--- config.mk ---
export PLATFORM = sky130hd
export DESIGN_NAME = mem_port_arbiter
export DESIGN_NICKNAME = d
export VERILOG_FILES = /design/src/rtl/mem_port_arbiter.sv
export SDC_FILE = /design/constraint.sdc
export NUM_CORES = 1
export LEC_CHECK = 0
export ABC_AREA = 1
export CORE_MARGIN = 2
export CORE_UTILIZATION = 38
export DETAILED_ROUTE_END_ITERATION = 7
export PLACE_DENSITY = 0.77
export SETUP_SLACK_MARGIN = 0.1
export SYNTH_ARGS = -nofsm -noshare
export SYNTH_HDL_FRONTEND = slang
export SYNTH_SLANG_ARGS = --single-unit
export TNS_END_PERCENT = 50
--- constraint.sdc ---
create_clock -name clk_i -period 1.75 [get_ports clk_i]
set_clock_uncertainty 0.15 [all_clocks]
set_input_delay 0.525 -clock clk_i [delete_from_list [all_inputs] [get_ports clk_i]]
set_output_delay 0.525 -clock clk_i [all_outputs]
set_load 0.03 [all_outputs]
--- src/rtl/mem_port_arbiter.sv ---
// Arbitrates the single-ported unified memory between instruction fetch and data access.
// Data requests win ties; a watchdog aborts any access the memory never completes.
module mem_port_arbiter #(
    parameter int ADDR_W  = 32,
    parameter int DATA_W  = 32,
    parameter int TIMEOUT = 255
) (
    input  logic              clk_i,
    input  logic              rst_i,
    input  logic              if_req_i,
    input  logic [ADDR_W-1:0] if_addr_i,
    output logic [DATA_W-1:0] if_rdata_o,
    output logic              if_ack_o,
    input  logic              d_req_i,
    input  logic              d_we_i,
    input  logic [ADDR_W-1:0] d_addr_i,
    input  logic [DATA_W-1:0] d_wdata_i,
    output logic [DATA_W-1:0] d_rdata_o,
    output logic              d_ack_o,
    output logic              mem_req_o,
    output logic              mem_we_o,
    output logic [ADDR_W-1:0] mem_addr_o,
    output logic [DATA_W-1:0] mem_wdata_o,
    input  logic [DATA_W-1:0] mem_rdata_i,
    input  logic              mem_ready_i,
    output logic              stall_o,
    output logic              err_o,
    output logic [1:0]        dbg_state
);

    // Handshake: a requester holds req (and its address/data) stable until it sees
    // its one-cycle ack; the memory completes an access with a one-cycle mem_ready_i
    // while mem_req_o is high. mem_ready_i outside a busy state is ignored.

    typedef enum logic [1:0] {
        IDLE   = 2'd0,
        BUSY_D = 2'd1,
        BUSY_I = 2'd2,
        RESP   = 2'd3
    } state_t;

    localparam logic [7:0] WD_LAST = 8'(TIMEOUT - 1);

    state_t     state;
    logic [7:0] wd_cnt;

    always_ff @(posedge clk_i) begin
        if (rst_i) begin
            state       <= IDLE;
            wd_cnt      <= 8'd0;
            mem_req_o   <= 1'b0;
            mem_we_o    <= 1'b0;
            mem_addr_o  <= '0;
            mem_wdata_o <= '0;
            if_ack_o    <= 1'b0;
            d_ack_o     <= 1'b0;
            if_rdata_o  <= '0;
            d_rdata_o   <= '0;
            err_o       <= 1'b0;
        end else begin
            if_ack_o <= 1'b0;
            d_ack_o  <= 1'b0;
            case (state)
                IDLE: begin
                    wd_cnt <= 8'd0;
                    if (d_req_i) begin
                        mem_req_o   <= 1'b1;
                        mem_we_o    <= d_we_i;
                        mem_addr_o  <= d_addr_i;
                        mem_wdata_o <= d_wdata_i;
                        state       <= BUSY_D;
                    end else if (if_req_i) begin
                        mem_req_o  <= 1'b1;
                        mem_we_o   <= 1'b0;
                        mem_addr_o <= if_addr_i;
                        state      <= BUSY_I;
                    end
                end
                BUSY_D, BUSY_I: begin
                    // A ready arriving on the expiry cycle still completes normally.
                    if (mem_ready_i) begin
                        mem_req_o <= 1'b0;
                        state     <= RESP;
                        if (state == BUSY_D) begin
                            d_ack_o <= 1'b1;
                            if (!mem_we_o) d_rdata_o <= mem_rdata_i;
                        end else begin
                            if_ack_o   <= 1'b1;
                            if_rdata_o <= mem_rdata_i;
                        end
                    end else if (wd_cnt == WD_LAST) begin
                        mem_req_o <= 1'b0;
                        err_o     <= 1'b1;
                        state     <= RESP;
                        if (state == BUSY_D) begin
                            d_ack_o <= 1'b1;
                            if (!mem_we_o) d_rdata_o <= '0;
                        end else begin
                            if_ack_o   <= 1'b1;
                            if_rdata_o <= '0;
                        end
                    end else begin
                        wd_cnt <= wd_cnt + 8'd1;
                    end
                end
                RESP: begin
                    state <= IDLE;
                end
                default: state <= IDLE;
            endcase
        end
    end

    assign stall_o   = (if_req_i & ~if_ack_o) | (d_req_i & ~d_ack_o);
    assign dbg_state = state;

endmodule

**Yosys cells after proc, flatten, opt, wreduce, memory -nomap -nowiden**

Index checks and enable logic that the tools add are counted.

- Add/subtract/negate cells: 1
- Equal/unequal tests: 10
- Mux-type cells: 33
- Bitwise logic cells: 8
- Reductions and logical operators: 14

Operators with widths:

| cell | number |
|---|---|
| 32-bit two-way mux | 12 |
| 8-bit two-way mux | 2 |
| 8-bit one-hot mux with 2 select lines | 1 |
| 1-bit two-way mux | 12 |
| 3-bit AND reduction | 4 |
| 8-bit by 1-bit adder with 8-bit output, second input constant | 1 |
| 8-bit == test, second input constant | 1 |
| 2-bit two-way mux | 4 |
| 2-bit != test, second input constant | 4 |
| 3-bit != test, second input constant | 2 |
| 2-bit one-hot mux with 3 select lines | 1 |
| 2-bit AND reduction | 3 |
| 2-bit nonzero test | 3 |
| 1-bit inverter | 5 |
| 5-bit AND reduction | 1 |
| 2-bit == test, second input constant | 2 |
| 2-bit OR reduction | 2 |
| 1-bit AND | 2 |
| 2-bit by 1-bit == test with 1-bit output, second input constant | 1 |
| 2-bit logical NOT | 1 |
| 1-bit one-hot mux with 2 select lines | 1 |
| 1-bit OR | 1 |

- Flip-flop bits (word level): 143
- Input port bits: 134
- Output and inout port bits: 136
- Logic and storage cells: 77

**Depth between registers and ports, before layout**

Gate-level depths: netlist of the first run.

- Depth in word-level cells: 4
- Mapped depth: 12
- Depth with buffers taken out: 11

**Least setup slack after synthesis of the first run**

Ideal clock, no wire load.

- Kind: input port to output port
- From: in d_req_i
- To: out stall_o
- Arrival: 1.562 ns
- Data required time: 1.075 ns
- Setup slack: -0.487 ns
- Cell stages on the path: 4
- Buffers on the path: 2
- Cells stage by stage: buf_2 -> clkinv_1 -> clkbuf_1 -> o22ai_1

- Cells in the longest elaborated chain, start to end: 2

RTL lines:

| what | RTL line | text |
|---|---|---|
| start: declaration | 14 | `input logic d_req_i,` |
| 1-bit AND | 114 | `assign stall_o = (if_req_i & ~if_ack_o) \| (d_req_i & ~d_ack_o);` |
| 1-bit OR | 114 |  |
| end: declaration | 26 | `output logic stall_o,` |

Every way passes these cells.

**Worst setup path in the final report of the first run**

- From: in if_req_i
- To: out stall_o

- Cells in the longest elaborated chain, start to end: 2

RTL lines:

| what | RTL line | text |
|---|---|---|
| start: declaration | 10 | `input logic if_req_i,` |
| 1-bit AND | 114 |  |
| 1-bit OR | 114 |  |

Every way passes these cells.

==> flow_summary.ini, run 1 <==
[status]
status = finished with violations
violations = setup timing

[global_routing]
grt_first_pass_wirelength_um = 29600
grt_start_max_net_pins = 61
antenna_found_initial = 0
grt_pass1_vias = 6091
grt.overflow.total = 0
grt_util_all_layers_pct = 22.3

[timing]
max_slew_margin_pct = 75.9
fmax_mhz = 567
hold_viol_final = 0
min_period_ns = 1.76
rsz0062_at_grt = true
drv_slew = 0
setup_viol = 2
worst_slew_pin_slew_ns = 0.360
finalCritPeriodShare_pct = 101
setup_slack_ns = -0.0124

[synth]
synth_cell_types = 26
async_flop_share_pct = 0
synth_flop_cell = dfxtp_1
synth_edf_count = 0
synth_warnings = 0
syn_avg_cell_area_um2 = 6.88
synth_seq_cells = 143
netlist_area_um2 = 6000
ys_seq_area_share_pct = 47.7
syn_nets = 1011
synthCells = 872

[finish]
final_common_cell = nand2_1
fin_nets = 1301
antenna_cells = 0
finalInstanceArea_um2 = 10300
final_cell_mix = nand2_1, nor2_1, clkdlybuf4s50_1
final_util_pct = 67.1
drive_above_1_share_pct = 27.2
area_growth_syn_to_layout_pct = 71.2

[flow_run]
cap_violations = 0

[power_and_ir_drop]
peakVddDrop_mv = 0.782
p_sw_share_pct = 37.0
power_density_nw_per_um2 = 1430
p_switching_mw = 5.44
pwr-share-seq_pct = 30.3
p_comb_share_pct = 43.1
clkPwrFrac_pct = 26.7
p_leak_nw = 4.68
p_total_mw = 14.7
p_int_mw = 9.25

[floorplan]
initial_core_util_pct = 39.2
coreArea_um2 = 15300
die-area_um2 = 16800
fp.dieH_um = 130
row_count = 45
die_x_um = 130
io_pins = 270

[cts]
cts_tree = yes
path_clk_slew_ns = 0.06
clock_sinks = 143
cts_root_buf = clkbuf_16
cts_made_buffers = 17
clk_path_buf_depth = 2
clkLatencyLatePin_ns = 0.43
htreeDepth = 4

[setup_path]
r2r-start = dbg_state[0]
r2r_end = d_rdata_o[9]
r2r_cells = 8
cp.arrival_ns = 1.09
cp-end-kind = primary output
worstPathRequired_ns = 1.07
cp_max_fo = 2
setup.worst_path.class = in -> out
r2r_setup_slack_ns = 0.05
critPathLaunchType = primary input

[detailed_routing]
vias = 6517
drc = 0
routed_wl_um = 19400
firstDrtPassIters = 4
drt_iter0_drc = 303
viasPerCell = 4.70
final_antenna_net_count = 0
wire_per_inst_um = 14.0

[placement]
preCtsSetupSlack_ns = -0.479
port_buffers = 269
place.gp.congestion = 0.845
dpl_cell_area_um2 = 9490
dp_hpwl_um = 13400

[worst_hold_path]
holdPathStages = 2
min_path_type = reg -> reg
holdPathEnd = mem_wdata_o[21]
hp-start = mem_wdata_o[21]
-- synth_stat cells (2+ instances only) --
master      n  area (µm²)
inv_1      85         319
a21oi_1    10        50.1
clkbuf_1   34         128
ha_1        5        62.6
nand2_4     2        22.5
buf_2      11        55.1
dfxtp_1   143        2860
nand3_1     6        30.0
nor3_1      2        10.0
nand4_1    15        93.8
a31oi_1    33         206
nand2_1   224         841
nor2_1    193         724
o21ai_0    87         435
buf_1       5        18.8
o21bai_1    2        15.0
nand3_2     2        20.0
buf_6       5        56.3
-- per-layer routing --
| layer | share of wire [%] | GRT usage (%) | vias up |
|---|---|---|---|
| li1 | - | - | 3307 |
| met1 | 42 | 26.3 | 2950 |
| met2 | 48 | 37.2 | 224 |
| met3 | 8.0 | 8.09 | 36 |
| met4 | 2.1 | 8.16 | 0 |
| met5 | 0 | 0 | - |
-- critical path: stages --
cell and delay (ns):
clkdlybuf4s15_2 0.19, inv_2 0.05, o22ai_4 0.18, buf_12 0.14
-- cell type report --
cell class                      instances  area [µm²]
Clock inverter                         10         156
Sequential cell                       143        2890
Clock buffer                           22         484
Fill cell                            1370        5040
Inverter                               87         362
Tap cell                              211         264
Multi-Input combinational cell        587        2800
Timing Repair Buffer                  326        3320
-- power groups by stage --
stage	Sequential, mW	Combinational [mW]	Clock, mW
after global placement	4.47	5.89	0
after floorplan	5.77	1.91	0
after CTS	4.41	5.64	3.99
after detailed placement	4.48	5.96	0
after global routing	4.54	6.79	4.15
final	4.45	6.32	3.91
-- stage by stage --
stage	instances	setup TNS, ns	hold slack [ns]
finish	1386	-0.0124	0.324
global route	1386	-0.190	0.342
CTS	1378	-0.0348	0.320
detailed placement	1344	-40.54	0.312
global placement	1344	-39.20	0.299
floorplan	872	0	0.316
-- cells by family after synthesis --
group                      Yosys count  share of synthesized area, %
buffers and inverters              142                          9.74
DFF                                143                          47.7
AOI/OAI and AO/OA                  135                          12.1
and+or+nand+nor                    447                          29.4
adders and majority gates            5                          1.04
-- repair_timing --
item	4_1_cts	5_1_grt
setup endpoints to repair	186	169
resized for setup	615	224
setup buffers	2	5
pin swaps	47	15
gates cloned	0	3
hold buffers	0	0
-- state kept, by name (all words and copies together) (netlist names) --
name / cells
mem_req_o: 1
dbg_state: 2
mem_we_o: 1
err_o: 1
wd_cnt: 8
d_ack_o: 1
if_rdata_o: 32
if_ack_o: 1
mem_addr_o: 32
d_rdata_o: 32
mem_wdata_o: 32
-- worst max path at each step --
stage	to	slack, ns	depth (start not counted)	start
after floorplan	stall_o	0.04	4	d_req_i
after global placement	dbg_state[0]	-0.46	8	d_req_i
after detailed placement	dbg_state[0]	-0.48	8	d_req_i
after CTS	stall_o	-0.03	2	if_ack_o
after global routing	stall_o	-0.05	2	if_ack_o
final	stall_o	-0.01	4	if_req_i
Note: power is estimated with default switching activity, not from simulation.
==> run 2, diff against run 1 <==
--- a/config.mk
+++ b/config.mk
@@ -6,6 +6,7 @@
 export NUM_CORES = 1
 export LEC_CHECK = 0
 export ABC_AREA = 1
+export CAP_MARGIN = 15
 export CORE_MARGIN = 2
 export CORE_UTILIZATION = 38
 export DETAILED_ROUTE_END_ITERATION = 7
==> results of run 2 <==
The final DEF is identical to that of run 1; final timing and power are the same.
